**src/rtl/mem_stage.sv**
```systemverilog
// Memory-access pipeline stage: issues load/store transactions on a req/ack bus,
// aligns and extends load data, and stalls upstream while a transaction is open.
module mem_stage #(
    parameter int ADDR_W  = 32,
    parameter int TIMEOUT = 255
) (
    input  logic              clk,
    input  logic              rst_n,
    input  logic [31:0]       ex_pc,
    input  logic [31:0]       ex_alu_out,
    input  logic [5:0]        ex_op,
    input  logic [4:0]        ex_rwa,
    input  logic              ex_mux_3,
    input  logic              ex_wce,
    input  logic [31:0]       ex_sdata,
    output logic [31:0]       mem_pc,
    output logic [31:0]       mem_alu_out,
    output logic [5:0]        mem_op,
    output logic [4:0]        mem_rwa,
    output logic              mem_mux_3,
    output logic              mem_wce,
    output logic              mem_stall,
    output logic [1:0]        mem_excp,
    output logic              dbus_req,
    output logic              dbus_we,
    output logic [ADDR_W-1:0] dbus_addr,
    output logic [3:0]        dbus_be,
    output logic [31:0]       dbus_wdata,
    input  logic [31:0]       dbus_rdata,
    input  logic              dbus_ack
);

    localparam int CNT_W = $clog2(TIMEOUT + 1);
    localparam logic [CNT_W-1:0] CNT_LAST = CNT_W'(TIMEOUT - 1);

    localparam logic [1:0] SZ_BYTE = 2'd0;
    localparam logic [1:0] SZ_HALF = 2'd1;
    localparam logic [1:0] SZ_WORD = 2'd2;

    typedef enum logic [1:0] {
        S_IDLE = 2'd0,
        S_REQ  = 2'd1,
        S_DONE = 2'd2
    } state_e;

    state_e           state_q;
    logic [CNT_W-1:0] cnt_q;
    logic [31:0]      ld_data_q;
    logic             bus_err_q;

    logic             is_load_s;
    logic             is_store_s;
    logic [1:0]       size_s;
    logic             access_s;
    logic             misaligned_s;
    logic [3:0]       be_s;
    logic [31:0]      wdata_s;

    // Select the addressed lane and sign/zero-extend according to the load opcode
    function automatic logic [31:0] align_load(input logic [31:0] rdata,
                                               input logic [1:0]  a,
                                               input logic [5:0]  op);
        logic [7:0]  b;
        logic [15:0] h;
        case (a)
            2'd0:    b = rdata[7:0];
            2'd1:    b = rdata[15:8];
            2'd2:    b = rdata[23:16];
            2'd3:    b = rdata[31:24];
            default: b = rdata[7:0];
        endcase
        h = a[1] ? rdata[31:16] : rdata[15:0];
        case (op)
            6'h20:   align_load = {{24{b[7]}}, b};
            6'h24:   align_load = {24'd0, b};
            6'h21:   align_load = {{16{h[15]}}, h};
            6'h25:   align_load = {16'd0, h};
            default: align_load = rdata;
        endcase
    endfunction

    // Opcode decode into access class and size
    always_comb begin
        is_load_s  = 1'b0;
        is_store_s = 1'b0;
        size_s     = SZ_WORD;
        case (ex_op)
            6'h20, 6'h24: begin is_load_s  = 1'b1; size_s = SZ_BYTE; end
            6'h21, 6'h25: begin is_load_s  = 1'b1; size_s = SZ_HALF; end
            6'h23:        begin is_load_s  = 1'b1; size_s = SZ_WORD; end
            6'h28:        begin is_store_s = 1'b1; size_s = SZ_BYTE; end
            6'h29:        begin is_store_s = 1'b1; size_s = SZ_HALF; end
            6'h2B:        begin is_store_s = 1'b1; size_s = SZ_WORD; end
            default:      begin is_load_s  = 1'b0; is_store_s = 1'b0; end
        endcase
    end

    assign access_s     = is_load_s | is_store_s;
    assign misaligned_s = ((size_s == SZ_HALF) && ex_alu_out[0]) ||
                          ((size_s == SZ_WORD) && (ex_alu_out[1:0] != 2'b00));

    // Byte enables and lane-replicated store data
    always_comb begin
        be_s    = 4'b1111;
        wdata_s = ex_sdata;
        case (size_s)
            SZ_BYTE: begin
                be_s    = 4'b0001 << ex_alu_out[1:0];
                wdata_s = {4{ex_sdata[7:0]}};
            end
            SZ_HALF: begin
                be_s    = ex_alu_out[1] ? 4'b1100 : 4'b0011;
                wdata_s = {2{ex_sdata[15:0]}};
            end
            default: begin
                be_s    = 4'b1111;
                wdata_s = ex_sdata;
            end
        endcase
    end

    // Transaction FSM; all bus outputs are registered here
    always_ff @(posedge clk) begin
        if (!rst_n) begin
            state_q    <= S_IDLE;
            cnt_q      <= '0;
            ld_data_q  <= 32'd0;
            bus_err_q  <= 1'b0;
            dbus_req   <= 1'b0;
            dbus_we    <= 1'b0;
            dbus_addr  <= '0;
            dbus_be    <= 4'd0;
            dbus_wdata <= 32'd0;
        end else begin
            case (state_q)
                S_IDLE: begin
                    bus_err_q <= 1'b0;
                    cnt_q     <= '0;
                    if (access_s && !misaligned_s) begin
                        state_q    <= S_REQ;
                        dbus_req   <= 1'b1;
                        dbus_we    <= is_store_s;
                        dbus_addr  <= {ex_alu_out[ADDR_W-1:2], 2'b00};
                        dbus_be    <= be_s;
                        dbus_wdata <= wdata_s;
                    end else begin
                        state_q <= S_IDLE;
                    end
                end
                S_REQ: begin
                    if (dbus_ack || (cnt_q == CNT_LAST)) begin
                        state_q    <= S_DONE;
                        ld_data_q  <= dbus_ack ? align_load(dbus_rdata, ex_alu_out[1:0], ex_op) : 32'd0;
                        bus_err_q  <= ~dbus_ack;
                        dbus_req   <= 1'b0;
                        dbus_we    <= 1'b0;
                        dbus_addr  <= '0;
                        dbus_be    <= 4'd0;
                        dbus_wdata <= 32'd0;
                    end else begin
                        cnt_q <= cnt_q + 1'b1;
                    end
                end
                S_DONE: begin
                    state_q <= S_IDLE;
                end
                default: begin
                    state_q <= S_IDLE;
                end
            endcase
        end
    end

    // Output mux: pass-through, bubble while stalled, load result on completion
    always_comb begin
        mem_pc      = ex_pc;
        mem_alu_out = ex_alu_out;
        mem_op      = ex_op;
        mem_rwa     = ex_rwa;
        mem_mux_3   = ex_mux_3;
        mem_wce     = ex_wce;
        mem_stall   = 1'b0;
        mem_excp    = 2'b00;
        if (!rst_n) begin
            mem_wce = 1'b0;
        end else begin
            case (state_q)
                S_IDLE: begin
                    if (access_s && misaligned_s) begin
                        mem_wce  = 1'b0;
                        mem_excp = 2'b01;
                    end else if (access_s) begin
                        mem_stall = 1'b1;
                        mem_wce   = 1'b0;
                        mem_op    = 6'd0;
                        mem_rwa   = 5'd0;
                        mem_mux_3 = 1'b0;
                    end else begin
                        mem_stall = 1'b0;
                    end
                end
                S_REQ: begin
                    mem_stall = 1'b1;
                    mem_wce   = 1'b0;
                    mem_op    = 6'd0;
                    mem_rwa   = 5'd0;
                    mem_mux_3 = 1'b0;
                end
                S_DONE: begin
                    mem_alu_out = is_load_s ? ld_data_q : ex_alu_out;
                    mem_wce     = ex_wce & ~bus_err_q;
                    mem_excp    = {bus_err_q, 1'b0};
                end
                default: begin
                    mem_stall = 1'b0;
                end
            endcase
        end
    end

endmodule

```
**config.mk**
```make
export PLATFORM = sky130hd
export DESIGN_NAME = mem_stage
export DESIGN_NICKNAME = d
export VERILOG_FILES = /design/src/rtl/mem_stage.sv
export SDC_FILE = /design/constraint.sdc
export NUM_CORES = 1
export LEC_CHECK = 0
export BUFFER_PORTS_ARGS = -buffer_cell sky130_fd_sc_hd__clkbuf_2
export CAP_MARGIN = 20
export CORE_MARGIN = 4
export CORE_UTILIZATION = 40
export CTS_BUF_LIST = sky130_fd_sc_hd__clkbuf_4 sky130_fd_sc_hd__clkbuf_8
export DETAILED_ROUTE_END_ITERATION = 10
export GPL_TIMING_DRIVEN = 0
export PLACE_DENSITY = 0.79
export SETUP_SLACK_MARGIN = 0.15
export SLEW_MARGIN = 20
export SYNTH_ARGS = -nofsm -noshare
export SYNTH_HDL_FRONTEND = slang
export SYNTH_SLANG_ARGS = --single-unit
```
**constraint.sdc**
```tcl
create_clock -name clk -period 4.75 [get_ports clk]
set_input_delay 0.95 -clock clk [delete_from_list [all_inputs] [get_ports clk]]
set_output_delay 0.95 -clock clk [all_outputs]
set_load 0.03 [all_outputs]
```
==> results.py, run 1 <==
metrics = {
    "die": {
        "die_width_um": 130,
        "dieHeight_um": 130,
        "floorplan.die_area_mm2": 0.0169,
        "floorplan.rows": 44,
        "ioPinCount": 294,
        "start_util": 0.409,
        "core-area_mm2": 0.0145,
    },
    "route": {
        "detailroute.via_count": 6306,
        "post-route-drc-count": 0,
        "drt-total-wl_um": 21400,
        "detail_route.wl_per_cell_um": 18.3,
        "detail_route.first_pass.iterations": 5,
        "drt-initial-drc-count": 438,
        "postRouteAntennaNets": 0,
        "post_drt_via_cell_ratio": 5.41,
    },
    "sta": {
        "finalSetupViolations": 0,
        "setup_tns_ns": 0,
        "finalHoldViolCount": 0,
        "grt_setup_unrepaired": "false",
        "final_min_period_over_clock_period": 0.843,
        "worst_slew_margin_relative_to_its_limit": 0.515,
        "worst_pin_slew_ns": 0.724,
        "finClkSkew_ns": 0.0207,
        "final.min_clock_period_ns": 4.01,
        "final_max_slew_viols": 0,
        "timing.hold.ws_ns": 0.471,
        "layout_setup_ws_ns": 0.744,
        "highest_clock_rate_mhz": 250,
    },
    "yosys": {
        "portion_of_synthesized_cell_area_occupied_by_the_leading_cell_type": 0.374,
        "netlist_instances": 708,
        "synth.distinct_cells": 52,
        "synth.largest_area_cell": "sky130_fd_sc_hd__dfxtp_1",
        "syn_area_mm2": 0.00594,
        "ys_seq_elements": 111,
        "commonest_cells_in_the_netlist": "sky130_fd_sc_hd__dfxtp_1, sky130_fd_sc_hd__nand2_1, sky130_fd_sc_hd__a21oi_1",
        "yosysSeqAreaShare": 0.374,
        "syn_warnings": 0,
        "synth-async-reset-ratio": 0,
        "synthFlopType": "sky130_fd_sc_hd__dfxtp_1",
        "synth_enable_flop_cells": 0,
        "ranking_of_synthesized_cells_by_area": "sky130_fd_sc_hd__dfxtp_1, sky130_fd_sc_hd__mux2_2, sky130_fd_sc_hd__nand2_1",
        "post_synth.cell_area_avg_um2": 8.39,
        "synthMostInstantiatedCell": "sky130_fd_sc_hd__dfxtp_1",
    },
    "layout": {
        "drive_gt1_frac": 0.413,
        "area_delta_synth_final_pct": 28.7,
        "fin_nets": 1122,
        "antenna_cells": 0,
    },
    "critical_path": {
        "setup.worst_path.class": "in2out",
        "worst-path-max-fanout": 10,
        "timing.critical_path.cells": "clkbuf_2 -> buf_2 -> inv_1 -> o21ai_0 -> and2_1 -> clkbuf_1 -> buf_2 -> mux2_2 -> clkbuf_2",
        "cpPeakStageDelay_ns": 0.39,
        "timing.critical_path.slowest_stage_cell": "sky130_fd_sc_hd__mux2_2",
        "cp-end-kind": "primary output",
        "cp_data_required_time_ns": 3.80,
        "cp.arrival_ns": 3.06,
        "start_kind": "input port",
    },
    "status": {
        "result_of_the_run": "finished, final reports clean",
    },
    "pwr": {
        "power.density_mw_per_mm2": 253,
        "worst_supply_voltage_drop_on_vdd_mv": 0.127,
        "static_leakage_nw": 3.34,
        "post-layout-total-power_mw": 1.93,
    },
    "clock_tree": {
        "cts_hold_buffers": 0,
        "cts-resized-gates": 0,
        "cts_made_buffers": 9,
        "clkTransAtPathRegs_ns": 0.10,
        "cts_root_cell": "sky130_fd_sc_hd__clkbuf_8",
        "cts-htree-levels": 3,
        "total_setup_buffers_inserted_after_cts": 0,
        "worst_skew_pair.late_latency_ns": 0.40,
        "cts.sinks": 111,
        "tritoncts": "yes",
        "cts_max_path_buffers": 2,
    },
    "place": {
        "quantity_of_i_o_buffers_inserted_on_ports": 256,
        "post-dp-hpwl_um": 16900,
        "routabilityCongestion": 0.915,
        "post-place-ws_ns": 0.801,
    },
    "grt": {
        "antenna_found_initial": 0,
        "grt_start_max_net_pins": 18,
        "grt_first_pass_wirelength_um": 31300,
        "grt_overflow_total": 0,
        "first_global_vias": 5746,
        "track_usage": 0.239,
    },
    "job": {
        "max-cap-violations": 0,
    },
    "min_path": {
        "min-delay-path-class": "reg2reg",
    },
}
==> layout make-up <==
cell class	count	area, um2
buffer	95	586
clock buffer	12	159
clock inverter	4	30.0
fill	1439	6890
inverter	4	15.0
multi-input combinational	499	3120
sequential	111	2220
tap	184	230
timing repair buffer	256	1280
==> per-layer routing <==
metal / up-vias / global-route usage / part of all wire
li1: 3014 / - / -
met4: 0 / 0.0856 / 0.028
met1: 2956 / 0.298 / 0.40
met2: 296 / 0.401 / 0.48
met3: 40 / 0.0594 / 0.087
met5: - / 0 / 0
==> cells by family after synthesis <==
group | after synthesis | share of synthesized area
AOI/OAI and AO/OA | 170 | 0.198
adders and majority gates | 2 | 0.00421
xor gates and xnor gates | 6 | 0.00884
buffers and inverters | 99 | 0.101
DFF | 111 | 0.374
other | 1 | 0.000631
muxes | 63 | 0.116
and+or+nand+nor | 256 | 0.197
==> metrics by stage <==
| step | util | instances | instance area (um2) |
|---|---|---|---|
| 2_1_floorplan | - | 709 | 5950 |
| 3_3_place_gp | 0.513 | 1149 | 7460 |
| 3_5_place_dp | 0.513 | 1149 | 7460 |
| 4_1_cts | 0.526 | 1165 | 7650 |
| 5_1_grt | 0.526 | 1165 | 7650 |
| 6_report | 0.526 | 1165 | 7650 |
==> cells in the final DEF, fill, tap and decap left out, drive strengths merged, types with 9 or more instances in the layout <==
cell type | Yosys | routed
a211oi | 18 | 18
a21oi | 70 | 70
buf | 68 | 68
clkbuf | 27 | 295
dfxtp | 111 | 111
mux2 | 35 | 35
mux2i | 27 | 27
nand2 | 89 | 89
nand3 | 59 | 59
nor2 | 55 | 55
nor2b | 17 | 17
nor3 | 9 | 9
o21ai | 30 | 30
==> flip-flops by register name, summed over array words and instances (netlist names) <==
name        flops
dbus_we         1
state_q         2
dbus_be         4
dbus_req        1
dbus_addr      30
cnt_q           8
bus_err_q       1
dbus_wdata     32
ld_data_q      32
==> worst paths after layout <==
check	start	endpoint	slack [ns]	cells after the start
setup / recovery	ex_op[0]	mem_alu_out[17]	0.74	9
hold / removal	dbus_wdata[28]$_SDFFE_PN0P_	dbus_wdata[28]$_SDFFE_PN0P_	0.47	2
setup reg to reg	state_q[0]$_SDFFE_PN0P_	ld_data_q[14]$_SDFFE_PN0P_	2.50	5
hold reg to reg	dbus_wdata[28]$_SDFFE_PN0P_	dbus_wdata[28]$_SDFFE_PN0P_	0.47	2
==> power by group <==
part | total (mW) | switching [mW] | internal (mW) | leakage, nW
registers | 0.954 | 0.00895 | 0.945 | 0.896
clock network | 0.568 | 0.341 | 0.227 | 0.0960
logic | 0.412 | 0.263 | 0.148 | 2.35
==> worst max-delay path, delay by kind of cell <==
family | cells | cell delay, ns
multiplexers | 1 | 0.39
buffers and inverters | 6 | 1.39
AND/OR/NAND/NOR | 1 | 0.14
AO/OA/AOI/OAI | 1 | 0.17
No activity file was read; power rests on OpenSTA's default activity.
==> inputs of run 2 (changes only) <==
==> constraint.sdc (replaced) <==
create_clock -name clk -period 3.7 [get_ports clk]
set_input_delay 0.74 -clock clk [delete_from_list [all_inputs] [get_ports clk]]
set_output_delay 0.74 -clock clk [all_outputs]
set_load 0.03 [all_outputs]
==> results.py, run 2 (same netlist as run 1, synthesis figures left out) <==
metrics = {
    "status": {
        "result_of_the_run": "finished, final reports clean",
    },
    "die": {
        "floorplan.die_area_mm2": 0.0169,
        "floorplan.rows": 44,
        "die_width_um": 130,
        "dieHeight_um": 130,
        "start_util": 0.409,
        "core-area_mm2": 0.0145,
        "ioPinCount": 294,
    },
    "pwr": {
        "comb_power_share": 0.213,
        "power.density_mw_per_mm2": 324,
        "post-layout-total-power_mw": 2.48,
        "power.clock.fraction": 0.294,
        "p_seq_frac": 0.494,
        "worst_supply_voltage_drop_on_vdd_mv": 0.165,
        "internal_power_mw": 1.69,
        "static_leakage_nw": 3.34,
        "net-switching-power_mw": 0.786,
        "p_sw_frac": 0.317,
    },
    "clock_tree": {
        "cts_made_buffers": 9,
        "worst_skew_pair.late_latency_ns": 0.40,
        "cts_max_path_buffers": 2,
        "tritoncts": "yes",
        "cts-htree-levels": 3,
        "total_setup_buffers_inserted_after_cts": 0,
        "cts_root_cell": "sky130_fd_sc_hd__clkbuf_8",
        "cts.sinks": 111,
        "clkTransAtPathRegs_ns": 0.10,
    },
    "sta": {
        "highest_clock_rate_mhz": 292,
        "grt_setup_unrepaired": "false",
        "final.min_clock_period_ns": 3.42,
        "worst_pin_slew_ns": 0.701,
        "setup_tns_ns": 0,
        "finClkSkew_ns": 0.0167,
        "final_min_period_over_clock_period": 0.925,
        "final_max_slew_viols": 0,
        "finalSetupViolations": 0,
        "worst_slew_margin_relative_to_its_limit": 0.531,
        "finalHoldViolCount": 0,
    },
    "layout": {
        "area_used_by_multi_input_combinational_logic_mm2": 0.00313,
        "drive_gt1_frac": 0.415,
        "area.sequential_mm2": 0.00222,
        "layout_commonest_cell": "sky130_fd_sc_hd__clkbuf_2",
        "antenna_cells": 0,
        "top_registers": "dbus_wdata: 32 flops, ld_data_q: 32 flops, dbus_addr: 30 flops",
        "layout.cells.most_common_list": "sky130_fd_sc_hd__clkbuf_2, sky130_fd_sc_hd__dfxtp_1, sky130_fd_sc_hd__nand2_1",
        "finish.utilization": 0.527,
        "area_delta_synth_final_pct": 28.8,
        "final_cell_area_mm2": 0.00765,
        "fin_nets": 1122,
        "nFillCells": 1436,
    },
    "grt": {
        "track_usage": 0.239,
        "first_global_vias": 5746,
        "grt_start_max_net_pins": 18,
        "antenna_found_initial": 0,
        "grt_overflow_total": 0,
        "grt_first_pass_wirelength_um": 31300,
    },
    "route": {
        "detail_route.first_pass.iterations": 5,
        "drt-total-wl_um": 21300,
        "post-route-drc-count": 0,
        "postRouteAntennaNets": 0,
        "post_drt_via_cell_ratio": 5.42,
        "detail_route.wl_per_cell_um": 18.3,
        "detailroute.via_count": 6313,
        "drt-initial-drc-count": 393,
    },
    "critical_path": {
        "worst-path-max-fanout": 10,
        "worstRegToRegCells": 5,
        "cp_data_required_time_ns": 2.96,
        "cp.arrival_ns": 2.68,
        "cp-end-kind": "primary output",
        "start_kind": "input port",
        "setup.worst_path.class": "in2out",
    },
    "place": {
        "post-dp-hpwl_um": 16900,
        "quantity_of_i_o_buffers_inserted_on_ports": 256,
        "routabilityCongestion": 0.915,
        "dpl-instance-area_mm2": 0.00746,
    },
    "min_path": {
        "worst_hold_path.num_cells": 2,
        "min-delay-path-class": "reg2reg",
    },
    "job": {
        "max-cap-violations": 0,
    },
}
[run 2: area by class of cell]
cell class / instances / area share
inverter: 4 / 0.00196
multi-input combinational: 499 / 0.409
timing repair buffer: 256 / 0.167
sequential: 111 / 0.290
clock inverter: 4 / 0.00392
buffer: 95 / 0.0767
clock buffer: 12 / 0.0208
tap: 184 / 0.0301
[run 2: critical path, stage by stage]
cell and delay [ns]:
sky130_fd_sc_hd__clkbuf_2 0.13, sky130_fd_sc_hd__buf_2 0.24, sky130_fd_sc_hd__inv_1 0.10, sky130_fd_sc_hd__o21ai_0 0.19, sky130_fd_sc_hd__and2_1 0.15, sky130_fd_sc_hd__clkbuf_2 0.22, sky130_fd_sc_hd__buf_2 0.32, sky130_fd_sc_hd__mux2_2 0.39
sky130_fd_sc_hd__clkbuf_2 0.19
[run 2: what timing repair did]
action | 4_1_cts | 5_1_grt
endpoints found under the setup margin | 0 | 39
gates resized for setup | 0 | 3
hold buffers | 0 | 0
[run 2: stage by stage]
step	instances	hold slack, ns	worst slack (ns)
final	1165	0.471	0.279
after global routing	1165	0.485	0.202
after CTS	1165	0.472	0.164
after detailed placement	1149	0.446	0.171
after global placement	1149	0.441	0.170
after floorplan	709	0.420	0.715
[run 2: path summary, 6_finish.rpt]
check	start	to	slack [ns]
min	dbus_wdata[28]$_SDFFE_PN0P_	dbus_wdata[28]$_SDFFE_PN0P_	0.47
min reg2reg	dbus_wdata[28]$_SDFFE_PN0P_	dbus_wdata[28]$_SDFFE_PN0P_	0.47
max	ex_op[0]	mem_alu_out[17]	0.28
max reg2reg	state_q[0]$_SDFFE_PN0P_	ld_data_q[14]$_SDFFE_PN0P_	1.49
[run 2: metal layers]
layer | global-route usage | vias up | share of wire
met5 | 0 | - | 0
met4 | 0.0856 | 0 | 0.030
met3 | 0.0594 | 46 | 0.083
met2 | 0.401 | 294 | 0.49
met1 | 0.298 | 2956 | 0.40
li1 | - | 3017 | -
[run 2: power by group through the flow]
stage / sequential [mW] / clock, mW / combinational [mW]
floorplan: 1.28 / 0 / 0.305
CTS: 1.22 / 0.739 / 0.526
detailed placement: 1.25 / 0 / 0.524
global route: 1.23 / 0.782 / 0.563
finish: 1.22 / 0.729 / 0.528
global placement: 1.25 / 0 / 0.520
